===== src/rtl/phy_rx_lane_align.sv =====
// Serial receiver: slides to COMMA alignment, locks after LOCK_COUNT aligned commas,
// then stripes data words round-robin over NUM_LANES outputs. Optional: LOCK_LOSS_EN.
module phy_rx_lane_align #(
    parameter int                WORD_W     = 8,
    parameter int                NUM_LANES  = 4,
    parameter logic [WORD_W-1:0] COMMA      = 8'hBC,
    parameter logic [WORD_W-1:0] IDLE       = 8'h7C,
    parameter int                LOCK_COUNT = 4
`ifdef LOCK_LOSS_EN
    ,
    parameter int                MAX_GAP    = 64
`endif
) (
    input  logic                        clk_32f,
    input  logic                        reset_L,
    input  logic                        data_in,
    output logic [NUM_LANES*WORD_W-1:0] data_out,
    output logic [NUM_LANES-1:0]        valid_out,
    output logic                        active,
    output logic                        comma_det
);

    localparam int                BIT_W     = $clog2(WORD_W);
    localparam int                LANE_W    = (NUM_LANES > 1) ? $clog2(NUM_LANES) : 1;
    localparam logic [BIT_W-1:0]  LAST_BIT  = BIT_W'(WORD_W - 1);
    localparam logic [LANE_W-1:0] LAST_LANE = LANE_W'(NUM_LANES - 1);
    localparam logic [3:0]        LOCK_TGT  = 4'(LOCK_COUNT);

    typedef enum logic [1:0] {
        SEARCH,
        SYNC,
        LOCKED
    } state_t;

    state_t                      state_q, state_d;
    logic [WORD_W-2:0]           shreg_q, shreg_d;
    logic [BIT_W-1:0]            bit_cnt_q, bit_cnt_d;
    logic [3:0]                  comma_cnt_q, comma_cnt_d;
    logic [LANE_W-1:0]           lane_ptr_q, lane_ptr_d;
    logic [NUM_LANES*WORD_W-1:0] data_q, data_d;
    logic [NUM_LANES-1:0]        valid_q, valid_d;
    logic                        active_q, active_d;
    logic                        comma_det_q, comma_det_d;

    logic [WORD_W-1:0]           shreg_nxt;
    logic                        boundary;
    logic                        is_comma;
    logic                        is_idle;
    logic                        lose_lock;

`ifdef LOCK_LOSS_EN
    localparam int               GAP_W    = (MAX_GAP > 1) ? $clog2(MAX_GAP) : 1;
    localparam logic [GAP_W-1:0] GAP_LAST = GAP_W'(MAX_GAP - 1);

    logic [GAP_W-1:0]            gap_cnt_q, gap_cnt_d;
`endif

    // NOTE: every variable gets a default at the top of always_comb, so no path can infer a latch.
    always_comb begin
        shreg_nxt   = {shreg_q, data_in};
        boundary    = (bit_cnt_q == LAST_BIT);
        is_comma    = (shreg_nxt == COMMA);
        is_idle     = (shreg_nxt == IDLE);

        state_d     = state_q;
        shreg_d     = shreg_nxt[WORD_W-2:0];
        bit_cnt_d   = boundary ? '0 : bit_cnt_q + BIT_W'(1);
        comma_cnt_d = comma_cnt_q;
        lane_ptr_d  = lane_ptr_q;
        data_d      = data_q;
        valid_d     = '0;
        comma_det_d = 1'b0;
        lose_lock   = 1'b0;

`ifdef LOCK_LOSS_EN
        lose_lock = (state_q == LOCKED) && boundary && !is_comma && (gap_cnt_q == GAP_LAST);
`endif

        case (state_q)
            SEARCH: begin
                // Bit-sliding: the hit edge defines the word boundary from here on.
                bit_cnt_d = '0;
                if (is_comma) begin
                    comma_det_d = 1'b1;
                    comma_cnt_d = 4'd1;
                    if (LOCK_COUNT == 1) begin
                        state_d    = LOCKED;
                        lane_ptr_d = '0;
                    end else begin
                        state_d = SYNC;
                    end
                end
            end

            SYNC: begin
                if (boundary) begin
                    if (is_comma) begin
                        comma_det_d = 1'b1;
                        comma_cnt_d = comma_cnt_q + 4'd1;
                        if (comma_cnt_d == LOCK_TGT) begin
                            state_d    = LOCKED;
                            lane_ptr_d = '0;
                        end
                    end else begin
                        comma_cnt_d = '0;
                        state_d     = SEARCH;
                    end
                end
            end

            LOCKED: begin
                if (boundary) begin
                    if (is_comma) begin
                        lane_ptr_d  = '0;
                        comma_det_d = 1'b1;
                    end else if (lose_lock) begin
                        state_d     = SEARCH;
                        comma_cnt_d = '0;
                        lane_ptr_d  = '0;
                    end else if (!is_idle) begin
                        data_d[int'(lane_ptr_q)*WORD_W +: WORD_W] = shreg_nxt;
                        valid_d[lane_ptr_q] = 1'b1;
                        lane_ptr_d = (lane_ptr_q == LAST_LANE) ? '0 : lane_ptr_q + LANE_W'(1);
                    end
                end
            end

            default: begin
                state_d = SEARCH;
            end
        endcase

        active_d = (state_d == LOCKED);

`ifdef LOCK_LOSS_EN
        gap_cnt_d = gap_cnt_q;
        if ((state_q != LOCKED) || (boundary && is_comma) || lose_lock) begin
            gap_cnt_d = '0;
        end else if (boundary) begin
            gap_cnt_d = gap_cnt_q + GAP_W'(1);
        end
`endif
    end

    // NOTE: state uses non-blocking assignments so every register samples the pre-edge values.
    // NOTE: the lane output registers are reset too; outputs must read zero while reset_L is low.
    always_ff @(posedge clk_32f or negedge reset_L) begin
        if (!reset_L) begin
            state_q     <= SEARCH;
            shreg_q     <= '0;
            bit_cnt_q   <= '0;
            comma_cnt_q <= '0;
            lane_ptr_q  <= '0;
            data_q      <= '0;
            valid_q     <= '0;
            active_q    <= 1'b0;
            comma_det_q <= 1'b0;
        end else begin
            state_q     <= state_d;
            shreg_q     <= shreg_d;
            bit_cnt_q   <= bit_cnt_d;
            comma_cnt_q <= comma_cnt_d;
            lane_ptr_q  <= lane_ptr_d;
            data_q      <= data_d;
            valid_q     <= valid_d;
            active_q    <= active_d;
            comma_det_q <= comma_det_d;
        end
    end

`ifdef LOCK_LOSS_EN
    always_ff @(posedge clk_32f or negedge reset_L) begin
        if (!reset_L) begin
            gap_cnt_q <= '0;
        end else begin
            gap_cnt_q <= gap_cnt_d;
        end
    end
`endif

    assign data_out  = data_q;
    assign valid_out = valid_q;
    assign active    = active_q;
    assign comma_det = comma_det_q;

endmodule


===== config.mk =====
export PLATFORM = sky130hd
export DESIGN_NAME = phy_rx_lane_align
export DESIGN_NICKNAME = d
export VERILOG_FILES = /design/src/rtl/phy_rx_lane_align.sv
export SDC_FILE = /design/constraint.sdc
export NUM_CORES = 1
export LEC_CHECK = 0
export CORE_MARGIN = 5
export CORE_UTILIZATION = 40
export DETAILED_ROUTE_END_ITERATION = 10
export PLACE_DENSITY_LB_ADDON = 0.05
export SLEW_MARGIN = 20
export SYNTH_ARGS = -nofsm -noshare
export SYNTH_HDL_FRONTEND = slang
export SYNTH_SLANG_ARGS = --single-unit
export TNS_END_PERCENT = 1

===== constraint.sdc =====
create_clock -name clk_32f -period 5.42 [get_ports clk_32f]
set_input_delay 1.084 -clock clk_32f [delete_from_list [all_inputs] [get_ports clk_32f]]
set_output_delay 1.084 -clock clk_32f [all_outputs]
set_load 0.005 [all_outputs]

## Word-level counts from Yosys, hierarchy flattened

Index checks and enable logic that the tools add are counted.

| storage, ports and cells | value |
|---|---|
| input bits | 3 |
| output and inout bits | 38 |
| word-level logic and storage cells | 70 |
| register bits after elaboration | 56 |

| operators by class | value |
|---|---|
| shift operators | 2 |
| $lt $le $gt $ge | 2 |
| reduce and logical (&&, ||, !) cells | 8 |
| equality and inequality tests | 14 |
| mux-type cells | 29 |
| bitwise operators | 2 |
| add/sub/neg operators | 4 |

Operators by type and width:

| cell | number |
|---|---|
| negator 5 -> 33 bit | 1 |
| variable shift 8 x 33 -> 32 bit, first input constant | 1 |
| indexed part select 8 x 33 -> 32 bit | 1 |
| bitwise mux 32 bit | 1 |
| 2-to-1 mux 4 bit | 7 |
| 2-to-1 mux 2 bit | 11 |
| != test 2 bit, second input constant | 5 |
| equality test 8 x 7 -> 1 bit, second input constant | 1 |
| equality test 8 bit, second input constant | 1 |
| one-hot mux 4 bit (2 select lines) | 1 |
| equality test 2 bit, second input constant | 3 |
| 2-to-1 mux 3 bit | 2 |
| one-hot mux 2 bit (3 select lines) | 1 |
| AND reduction 6 bit | 1 |
| adder 4 x 1 -> 4 bit, second input constant | 1 |
| equality test 4 x 3 -> 1 bit, second input constant | 1 |
| one-hot mux 2 bit (2 select lines) | 1 |
| AND reduction 4 bit | 1 |
| nonzero test 2 bit | 2 |
| adder 3 x 1 -> 3 bit, second input constant | 1 |
| equality test 3 bit, second input constant | 1 |
| < comparator 2 x 3 -> 1 bit, second input constant | 1 |
| 2-to-1 mux 1 bit | 3 |
| != test 3 bit, second input constant | 1 |
| 10 further kinds | 11 |

## Longest topological paths before layout

| depth | value |
|---|---|
| depth after elaboration | 8 |
| depth in mapped cells | 9 |
| gate-level depth less buffers | 7 |

## Worst setup path before layout

No wires, ideal clock.

| path | value |
|---|---|
| path type | input to register |
| start point | input port data_in |
| end point | register comma_cnt_q[3] |
| path slack | 3.128 ns |
| buffers on the path | 1 |
| setup time | 0.065 ns |
| required time | 5.355 ns |
| arrival time | 2.227 ns |
| stages | 5 |
| path through | and4bb_2 > nand4_4 > buf_2 > o41a_1 > nand2_1 |

| on the way | value |
|---|---|
| word-level cells in the longest chain between the ends | 4 |
| elaborated cells between the ends (all ways) | 6 |
| those cells by class | eq/ne: 2; mux: 3; reduce/logical: 1 |

RTL lines:

| element | line | source |
|---|---|---|
| start, declared | 16 | `input logic data_in,` |
| equality test 8 bit * | 62 | `is_comma = (shreg_nxt == COMMA);` |
| 2-to-1 mux 4 bit | 97 | `if (is_comma) begin` |
| 2-to-1 mux 4 bit | 96 | `if (boundary) begin` |
| one-hot mux 4 bit (2 select lines) | 79 | `case (state_q)` |
| end signal, assigned | 162 | `comma_cnt_q <= comma_cnt_d;` |
| end, declared | 38 | `logic [3:0] comma_cnt_q, comma_cnt_d;` |

Every way passes the cells marked *; elsewhere a longest branch is shown, timed or not. The select of a mux whose other input is x is not followed.
A chain may end at the register's enable or synchronous reset.

## Final worst setup path

| path | value |
|---|---|
| start point | input port data_in |
| end point | register data_q[12] (netlist: data_out[12]) |

| on the way | value |
|---|---|
| word-level cells in the longest chain between the ends | 3 |
| elaborated cells between the ends (all ways) | 7 |
| those cells by class | eq/ne: 2; shift: 1; mux: 1; bitwise: 2; reduce/logical: 1 |

RTL lines:

| element | line | source |
|---|---|---|
| branches (longest 3 deep; another with indexed part select 8 x 33 -> 32 bit) | -- |  |
| end signal, assigned | 164 | `data_q <= data_d;` |
| end, declared | 40 | `logic [NUM_LANES*WORD_W-1:0] data_q, data_d;` |

Parallel ways; which one is timed is not known.

==> impl_metrics.py <==
metrics = {
    "status": {
        "status": "finished, final reports clean",
    },
    "synth": {
        "synth_edf_count": 0,
        "syn-cell-area_um2": 2560,
        "synth.most_common_cell": "nand2_1",
        "synth_top_area_share": 0.547,
        "yosys.area.top_type": "dfrtp_1",
        "syn_avg_cell_area_um2": 9.86,
        "ys_ff_latch": 56,
        "yosys-top-cells-area": "dfrtp_1 (55%), nand2_1 (11%), ha_1 (7.3%), o21ai_0 (6.8%), buf_2 (1.4%)",
        "yosysWarnings": 0,
        "netlist-cell-type-count": 37,
        "ys.flop_type": "dfrtp_1",
        "yosys-top-cells-count": "nand2_1 (77), dfrtp_1 (56), o21ai_0 (35), ha_1 (15), inv_1 (8)",
        "synth_nets": 278,
        "seq_area_frac_synth": 0.547,
        "netlist_instances": 260,
        "async_flop_share": 1.00,
    },
    "worst_hold_path": {
        "min_to": "bit_cnt_q[0]",
        "hold_class": "reg -> reg",
        "hp-start": "bit_cnt_q[0]",
        "hold_depth": 1,
    },
    "routing": {
        "via_per_inst": 4.91,
        "drc": 0,
        "drt_iter0_drc": 114,
        "wl_per_cell_um": 14.5,
        "vias": 1847,
        "first_pass_iters": 4,
        "routed_wl_um": 5450,
        "antenna_left": 0,
    },
    "global_route": {
        "grt_start_max_net_pins": 57,
        "antenna_found_initial": 0,
        "grt-ovfl-total": 0,
        "grt_pass1_vias": 1792,
        "grt_pass1_wl_um": 9500,
        "grt_usage": 0.142,
    },
    "setup_path": {
        "path_cells": "clkdlybuf4s50_1 -> and4bb_2 -> a41oi_4 -> nand2_1 -> nand2_1 -> o21ai_0",
        "required_ps": 5610,
        "setup.worst_path.class": "in -> reg",
        "r2r-start": "lane_ptr_q[0]",
        "worstReg2RegEnd": "data_out[0]",
        "crit_family": "simple AND/OR/NAND/NOR gates",
        "r2r_cells": 5,
        "end_kind": "flip-flop",
        "crit_path_start": "data_in",
        "path_max_fanout": 17,
        "crit_arrival_ps": 2960,
        "cp.buffers_inverters": 1,
        "startpoint_type": "input port",
        "slowest_stage": "clkdlybuf4s50_1",
        "path_depth": 6,
        "path_common_cell": "nand2_1",
        "ff2ff_setup_slack_ps": 3200,
        "slowest_delay_ps": 610,
    },
    "clock_network": {
        "cts_resized": 0,
        "cts-buffers-inserted": 5,
        "cts.path.max_buffers": 2,
        "clk_pin_slew_ps": 100,
        "postCtsSetupBuffers": 0,
        "cts_tree": "yes",
        "htreeDepth": 2,
        "clock-root-buffer": "clkbuf_8",
        "insertion_delay_ps": 320,
        "ctsHoldBuffers": 0,
        "numClockSinks": 56,
    },
    "finish": {
        "final_cells": 376,
        "layout.nets": 316,
        "fin_util": 0.495,
        "final_area_um2": 3110,
        "regArea_um2": 1400,
        "multi_input_area_um2": 1080,
        "layout-drive-gt1-share": 0.0535,
        "area_growth_pct": 21.2,
        "fill_cells": 586,
        "antenna_cells": 0,
    },
    "timing": {
        "setup_viol": 0,
        "fin_ws_ps": 2650,
        "timing_hold_violations_final": 0,
        "hold_ws_ps": 438,
        "min_period_over_period": 0.512,
        "finClkSkew_ps": 8.27,
        "tightestPinTransition_ps": 954,
        "setup_tns_ps": 0,
        "maxSlewHeadroom": 0.362,
        "fmax_ghz": 0.360,
        "slew_viol_final": 0,
        "post-route-min-period_ps": 2770,
        "rsz0062_at_grt": "no",
    },
    "placed_design": {
        "gp_congestion": 0.779,
        "dpl.hpwl_um": 3590,
        "dp_cells": 368,
        "numPortBuffers": 40,
        "place_area_um2": 3020,
        "place_ws_ps": 2300,
    },
    "power": {
        "total_power_uw": 829,
        "p_leak_nw": 1.39,
        "powerDensity_nw_per_um2": 267,
        "peakVddDrop_uv": 116,
    },
    "floorplan": {
        "die-area_um2": 8110,
        "initial_core_util": 0.408,
        "rows": 29,
        "core_region_area_um2": 6280,
        "pin_count": 41,
        "die_w_um": 90.0,
        "die_h_um": 90.0,
    },
    "run": {
        "max-cap-violations": 0,
    },
}
==> cells by family (layout without fill, tap and decap cells) <==
logic type,after synthesis,in the layout,synth area share
buf+inv,18,57,0.0298
flops,56,56,0.547
fa+ha+maj,15,15,0.0732
xor+xnor,1,1,0.00342
simple gates,111,111,0.200
mux,1,1,0.00391
compound gates,58,58,0.143
==> state kept, by name, indices dropped and copies added (netlist names) <==
signal       cells
active           1
shreg_q          7
bit_cnt_q        3
valid_out        4
lane_ptr_q       2
state_q          2
comma_cnt_q      4
data_out        32
comma_det        1
==> worst register-to-register path: stages (launching register included) <==
cell and delay [ps]:
dfrtp_1 510, inv_1 170, ha_1 390, nor3b_1 790
nand2_1 130, o21ai_0 170
==> worst max path at each step <==
stage / end / slack [ps]
finish: data_out[12] / 2650
global route: data_out[18] / 2520
CTS: data_out[12] / 2650
detailed placement: data_out[12] / 2300
global placement: data_out[11] / 2370
floorplan: comma_cnt_q[3] / 3130
==> report_power, final <==
part	internal [mW]	total [mW]	switching, mW	leakage [nW]
registers	0.452	0.478	0.0259	0.682
clock network	0.0930	0.237	0.144	0.0485
logic	0.0688	0.114	0.0454	0.655
total	0.614	0.829	0.215	1.39
==> layer usage <==
layer	vias up	share of wire	track usage	wire (um)
met5	-	0	0	0
met4	0	0.013	0.0409	70
met3	6	0.047	0.0459	258
met2	36	0.40	0.196	2170
met1	853	0.54	0.212	2950
li1	952	-	-	-
==> cell usage in the layout, fill, tap and decap left out, drive strengths merged <==
cell type and count:
nand2 77, dfrtp 56, clkdlybuf4s50 39, o21ai 37, ha 15, inv 9
nor3 6, nor2 6, clkbuf 5, nor3b 5, nor2b 4, a21o 4
a21oi 4, nand3 4, a31oi 3, nand2b 2, and2 2, clkinv 2
buf 2, a21boi 1, and3b 1, o32ai 1, and4bb 1, nand4 1
or2 1, o311a 1, xor2 1, a41oi 1, o41a 1, and4 1
o311ai 1, o2bb2ai 1, mux2i 1, a211oi 1, a22o 1, o22ai 1
==> layout make-up <==
cell class | count | area share
Clock inverter | 3 | 0.00725
Tap cell | 77 | 0.0310
Timing Repair Buffer | 41 | 0.130
Multi-Input combinational cell | 186 | 0.349
Inverter | 8 | 0.00967
Clock buffer | 5 | 0.0222
Sequential cell | 56 | 0.451
Note: power is estimated with default switching activity, not from simulation.
